==> src/rtl/adder_arbiter.sv <==
// Purpose: round-robin arbiter that shares one N-bit add/sub unit between two requesters.
// Latency: a grant at edge t is followed by an execute cycle, and resp_valid is high from edge t+1. The next grant can come 3 cycles after the previous one.
// Backpressure: the result is held stable while resp_ready is low. Requesters must hold valid and operands until they are granted.
// Ports: clk/rst_n; req{0,1}_{valid,ready,x,y,sub} for the producer side;
//        resp_{valid,ready,id,s,c,o,z} for the tagged result and its flags.
module adder_arbiter #(
  parameter int N = 8
) (
  input  logic         clk,
  input  logic         rst_n,
  input  logic         req0_valid,
  output logic         req0_ready,
  input  logic [N-1:0] req0_x,
  input  logic [N-1:0] req0_y,
  input  logic         req0_sub,
  input  logic         req1_valid,
  output logic         req1_ready,
  input  logic [N-1:0] req1_x,
  input  logic [N-1:0] req1_y,
  input  logic         req1_sub,
  output logic         resp_valid,
  input  logic         resp_ready,
  output logic         resp_id,
  output logic [N-1:0] resp_s,
  output logic         resp_c,
  output logic         resp_o,
  output logic         resp_z
);

  typedef enum logic [1:0] {IDLE = 2'd0, EXEC = 2'd1, RESP = 2'd2} state_e;

  state_e       state_q, state_d;
  logic         last_grant_q;
  logic [N-1:0] x_q, y_q;
  logic         sub_q, id_q;
  logic         arb0, arb1;

  // On a tie, the requester that was not granted last wins.
  // last_grant_q = 1 after reset, so requester 0 wins the first tie.
  assign arb0 = req0_valid & (~req1_valid | last_grant_q);
  assign arb1 = req1_valid & (~req0_valid | ~last_grant_q);

  // FSM: state register
  always_ff @(posedge clk or negedge rst_n) begin
    if (!rst_n) state_q <= IDLE;
    else        state_q <= state_d;
  end

  // FSM: next-state logic
  always_comb begin
    state_d = state_q;
    case (state_q)
      IDLE:    if (arb0 | arb1) state_d = EXEC;
      EXEC:    state_d = RESP;
      RESP:    if (resp_ready) state_d = IDLE;
      default: state_d = IDLE;
    endcase
  end

  // FSM: outputs. Ready is gated with rst_n so that every output drops while reset is held.
  always_comb begin
    req0_ready = rst_n & (state_q == IDLE) & arb0;
    req1_ready = rst_n & (state_q == IDLE) & arb1;
    resp_valid = (state_q == RESP);
  end

  // Operand capture on grant
  always_ff @(posedge clk or negedge rst_n) begin
    if (!rst_n) begin
      last_grant_q <= 1'b1;
      x_q          <= '0;
      y_q          <= '0;
      sub_q        <= 1'b0;
      id_q         <= 1'b0;
    end else if (state_q == IDLE && (arb0 | arb1)) begin
      last_grant_q <= arb1;
      id_q         <= arb1;
      x_q          <= arb1 ? req1_x   : req0_x;
      y_q          <= arb1 ? req1_y   : req0_y;
      sub_q        <= arb1 ? req1_sub : req0_sub;
    end
  end

  // Shared adder. Subtraction adds the two's complement of y. Because of that,
  // x - 0 produces no carry, since t = 0.
  logic [N-1:0] t_op;
  logic [N:0]   sum;
  logic         ovf;

  always_comb begin
    t_op = sub_q ? ((~y_q) + {{(N-1){1'b0}}, 1'b1}) : y_q;
    sum  = {1'b0, x_q} + {1'b0, t_op};
    ovf  = ~(x_q[N-1] ^ t_op[N-1]) & (sum[N-1] ^ x_q[N-1]);
  end

  // Result registers: loaded only in EXEC, so they stay stable through RESP and afterwards.
  always_ff @(posedge clk or negedge rst_n) begin
    if (!rst_n) begin
      resp_id <= 1'b0;
      resp_s  <= '0;
      resp_c  <= 1'b0;
      resp_o  <= 1'b0;
      resp_z  <= 1'b0;
    end else if (state_q == EXEC) begin
      resp_id <= id_q;
      resp_s  <= sum[N-1:0];
      resp_c  <= sum[N];
      resp_o  <= ovf;
      resp_z  <= (sum[N-1:0] == '0);
    end
  end

endmodule
==> config.mk <==
export PLATFORM = sky130hd
export DESIGN_NAME = adder_arbiter
export DESIGN_NICKNAME = d
export VERILOG_FILES = /design/src/rtl/adder_arbiter.sv
export SDC_FILE = /design/constraint.sdc
export NUM_CORES = 1
export LEC_CHECK = 0
export CAP_MARGIN = 20
export CORE_ASPECT_RATIO = 1.25
export CORE_MARGIN = 1
export CORE_UTILIZATION = 40
export DETAILED_ROUTE_END_ITERATION = 10
export PLACE_DENSITY_LB_ADDON = 0.1
export RECOVER_POWER = 25
export REMOVE_ABC_BUFFERS = 1
export SLEW_MARGIN = 20
export SYNTH_ARGS = -nofsm -noshare
export SYNTH_HDL_FRONTEND = slang
export SYNTH_SLANG_ARGS = --single-unit
export TNS_END_PERCENT = 100
==> constraint.sdc <==
create_clock -name clk -period 3.7 [get_ports clk]
set_input_delay 0.74 -clock clk [delete_from_list [all_inputs] [get_ports clk]]
set_output_delay 0.74 -clock clk [all_outputs]
set_load 0.02 [all_outputs]
==> summary.md <==
| Metric | Value |
|---|---|
| Initial detailed-routing violation count | `50` |
| Cell taking the most area after synthesis | `sky130_fd_sc_hd__dfrtp_1` |
| Number of remaining DRC errors | `0` |
| Count of antenna diodes in the layout | `0` |
| Maximum resistive drop on vdd | `0.330 mV` |
| Leading cell types in the layout, fill and taps excluded | `sky130_fd_sc_hd__clkdlybuf4s50_1, sky130_fd_sc_hd__dfrtp_1, sky130_fd_sc_hd__a21oi_1` |
| Clk buf depth | `2` |
| CP Data Required Time | `2.96 ns` |
| Antenna violations before repair | `0` |
| Maximum number of pins on one net before global-route repair | `37` |
| CTS root buffer | `sky130_fd_sc_hd__clkbuf_8` |
| Count of distinct cell types in the synthesized netlist | `39` |
| Vias in the first global route | `1438` |
| Status | `complete, but fails checks` |
| Finished Core Util | `55.7%` |
| Worst relative slew slack | `-14.0%` |
| Post-layout minimum cycle time | `3.00 ns` |
| Critical path capture point type | `output pin` |
| Final Setup Violations | `0` |
| CTS Sinks | `33` |
| Sequential element share of the synthesized area | `42.6%` |
| Routed WL | `3500 um` |
| Number of vias per cell after detailed routing | `4.87` |
| Final ANT Viol Nets | `0` |
| Actual slew at the worst max-slew pin | `1.71 ns` |
| Area growth from synthesis to final layout | `34.5%` |
| Max frequency | `334 MHz` |
| Area used by sequential logic in the layout | `827 um^2` |
| Number of top-level pins | `54` |
| Cell Count Post-Placement | `307` |
| Total power consumption of the routed design | `2.65 mW` |
| GRT Total Usage | `15.6%` |
| Core area | `4690 um^2` |
| Failing checks | `max-capacitance violations, max-slew violations` |
| Number of cells upsized or downsized after cts | `0` |
| Most frequent standard cell in the layout excluding fill and tap cells | `sky130_fd_sc_hd__clkdlybuf4s50_1` |
| Cts bufs inserted | `5` |
| Die area | `5140 um^2` |
| RSZ-0062 raised after global routing | `false` |
| Final TNS setup | `0 ns` |
| Multi-input gate area | `1020 um^2` |
| Gr ovfl total | `0` |
| Final-stage net count | `305` |
| CTS clk-pin slew, worst paths | `0.07 ns` |
| Synth Area per Inst | `9.62 um^2` |
| Port Buffer Count | `53` |
| Vias after detailed routing | `1533` |
| Non-filler instance count after layout | `315` |
| Post-CTS Hold Fix Bufs | `0` |
| Share of layout cells above drive strength 1 | `7.06%` |
| First-pass GRT wire length | `6200 um` |
| Number of instances in the synthesized netlist | `202` |
| Synth top area share | `41.2%` |
| Initial core utilization | `41.4%` |
| Share of the cycle needed by the critical path after routing | `81.0%` |
| Class of the tightest hold or removal check | `reg -> reg` |
| Cell types with the largest area share after synthesis | `sky130_fd_sc_hd__dfrtp_1, sky130_fd_sc_hd__mux2i_1, sky130_fd_sc_hd__ha_1` |
| Worst Skew | `0.00178 ns` |
| Clock H-tree levels | `2` |
| Final HPWL DP | `2690 um` |
| GP Congestion | `0.741` |
| Total of fill cells in the finished design | `463` |
| CP arrival | `2.26 ns` |
| Area of the mapped netlist | `1940 um^2` |
| Total setup buffers inserted after CTS | `0` |
| Leak pwr | `1.13 nW` |
| Placement Rows | `28` |
| Max Transition Viols Final | `34` |
| Number of synthesized register bits | `33` |
| Type of the worst setup path | `in -> out` |
| TritonCTS clock tree | `built` |
| Worst skew pair latency | `0.28 ns` |
| Maximum net fanout on the critical path | `3` |
| Hold Vio Cnt, Final | `0` |
| Vertical extent of the die | `79.9 um` |
| Power Density | `1020 nW/um^2` |
| WL per Instance | `11.1 um` |
| Die span in x | `64.3 um` |
| First-pass iteration count of the detailed router | `4` |
| Max-cap violation count | `1` |
| Sort of element at the start of the critical path | `primary input` |
| Yosys warns | `0` |
[routing by layer]
metal	vias up	global-route usage [%]	wire, um
met2	33	26.1	1720
li1	800	-	-
met5	-	0	0
met3	4	3.86	113
met1	696	19.0	1620
met4	0	6.67	47
[flip-flops by register name, indices dropped and copies added, names as in the netlist, 2 cells and up]
name     flops
state_q      2
resp_s       8
y_q          8
x_q          8
[cell usage after synthesis (all sizes together)]
library cell	instances
ha	11
and2	1
nand2b	4
buf	7
mux2	2
nand3	2
a31oi	1
mux2i	17
nor2b	1
o211ai	1
a21oi	25
inv	10
or3	2
o2111a	1
clkbuf	4
and4	1
a21o	2
dfrtp	32
o21ai	13
nand3b	1
dfstp	1
nor2	21
or3b	1
or2b	1
nor4b	1
a311oi	1
nand2	16
and3	1
o31ai	3
o221a	1
xor2	3
fa	1
o21a	2
a31o	1
xnor2	9
a2111oi	1
[report_power, final]
part           switching (mW)  total [mW]  internal (mW)
Clock                   0.129       0.297          0.168
Sequential              0.124       0.670          0.545
Combinational           0.907        1.69          0.780
Total                    1.16        2.65           1.49
[worst max-delay path, stage by stage]
cell and delay (ns):
sky130_fd_sc_hd__dlygate4sd3_1 0.57, sky130_fd_sc_hd__inv_1 0.08, sky130_fd_sc_hd__a21oi_2 0.11, sky130_fd_sc_hd__and3_1 0.16, sky130_fd_sc_hd__clkdlybuf4s50_1 0.59
[cells by family after synthesis]
group	count (synthesis)	share of synthesized area, %
adder cells (fa/ha/maj)	12	8.11
multiplexers	19	9.92
buffers and inverters	21	4.96
flip-flops	33	42.6
AO/OA/AOI/OAI	52	16.3
XOR/XNOR	12	5.41
AND/OR/NAND/NOR	53	12.8
[per-stage QoR]
| step | setup WS, ns | hold WS, ns | instance area, um^2 |
|---|---|---|---|
| floorplan | 0.492 | 0.444 | 1880 |
| detailed placement | 0.781 | 0.469 | 2520 |
| global placement | 0.793 | 0.461 | 2520 |
| global route | 0.610 | 0.504 | 2610 |
| CTS | 0.781 | 0.484 | 2620 |
| finish | 0.702 | 0.475 | 2610 |
[layout make-up]
class                           instances  share of cell area [%]
Multi-Input combinational cell        148                    39.2
Sequential cell                        33                    31.6
Timing Repair Buffer                   56                    21.0
Clock buffer                            7                    3.69
Tap cell                               60                    2.87
Inverter                               10                    1.44
Clock inverter                          1                   0.191
[path summary, 6_finish.rpt]
path / start / to / slack, ns / cells past startpoint
setup / recovery: req1_valid / req1_ready / 0.70 / 5
hold / removal: resp_s[1] / resp_s[1] / 0.48 / 2
setup reg to reg: y_q[1] / resp_z / 1.00 / 9
hold reg to reg: resp_s[1] / resp_s[1] / 0.48 / 2
max in group asynchronous: rst_n / x_q[0] / 1.08 / 2
min in group asynchronous: rst_n / resp_s[2] / 1.62 / 2
Power figures use the tool's default switching activity.
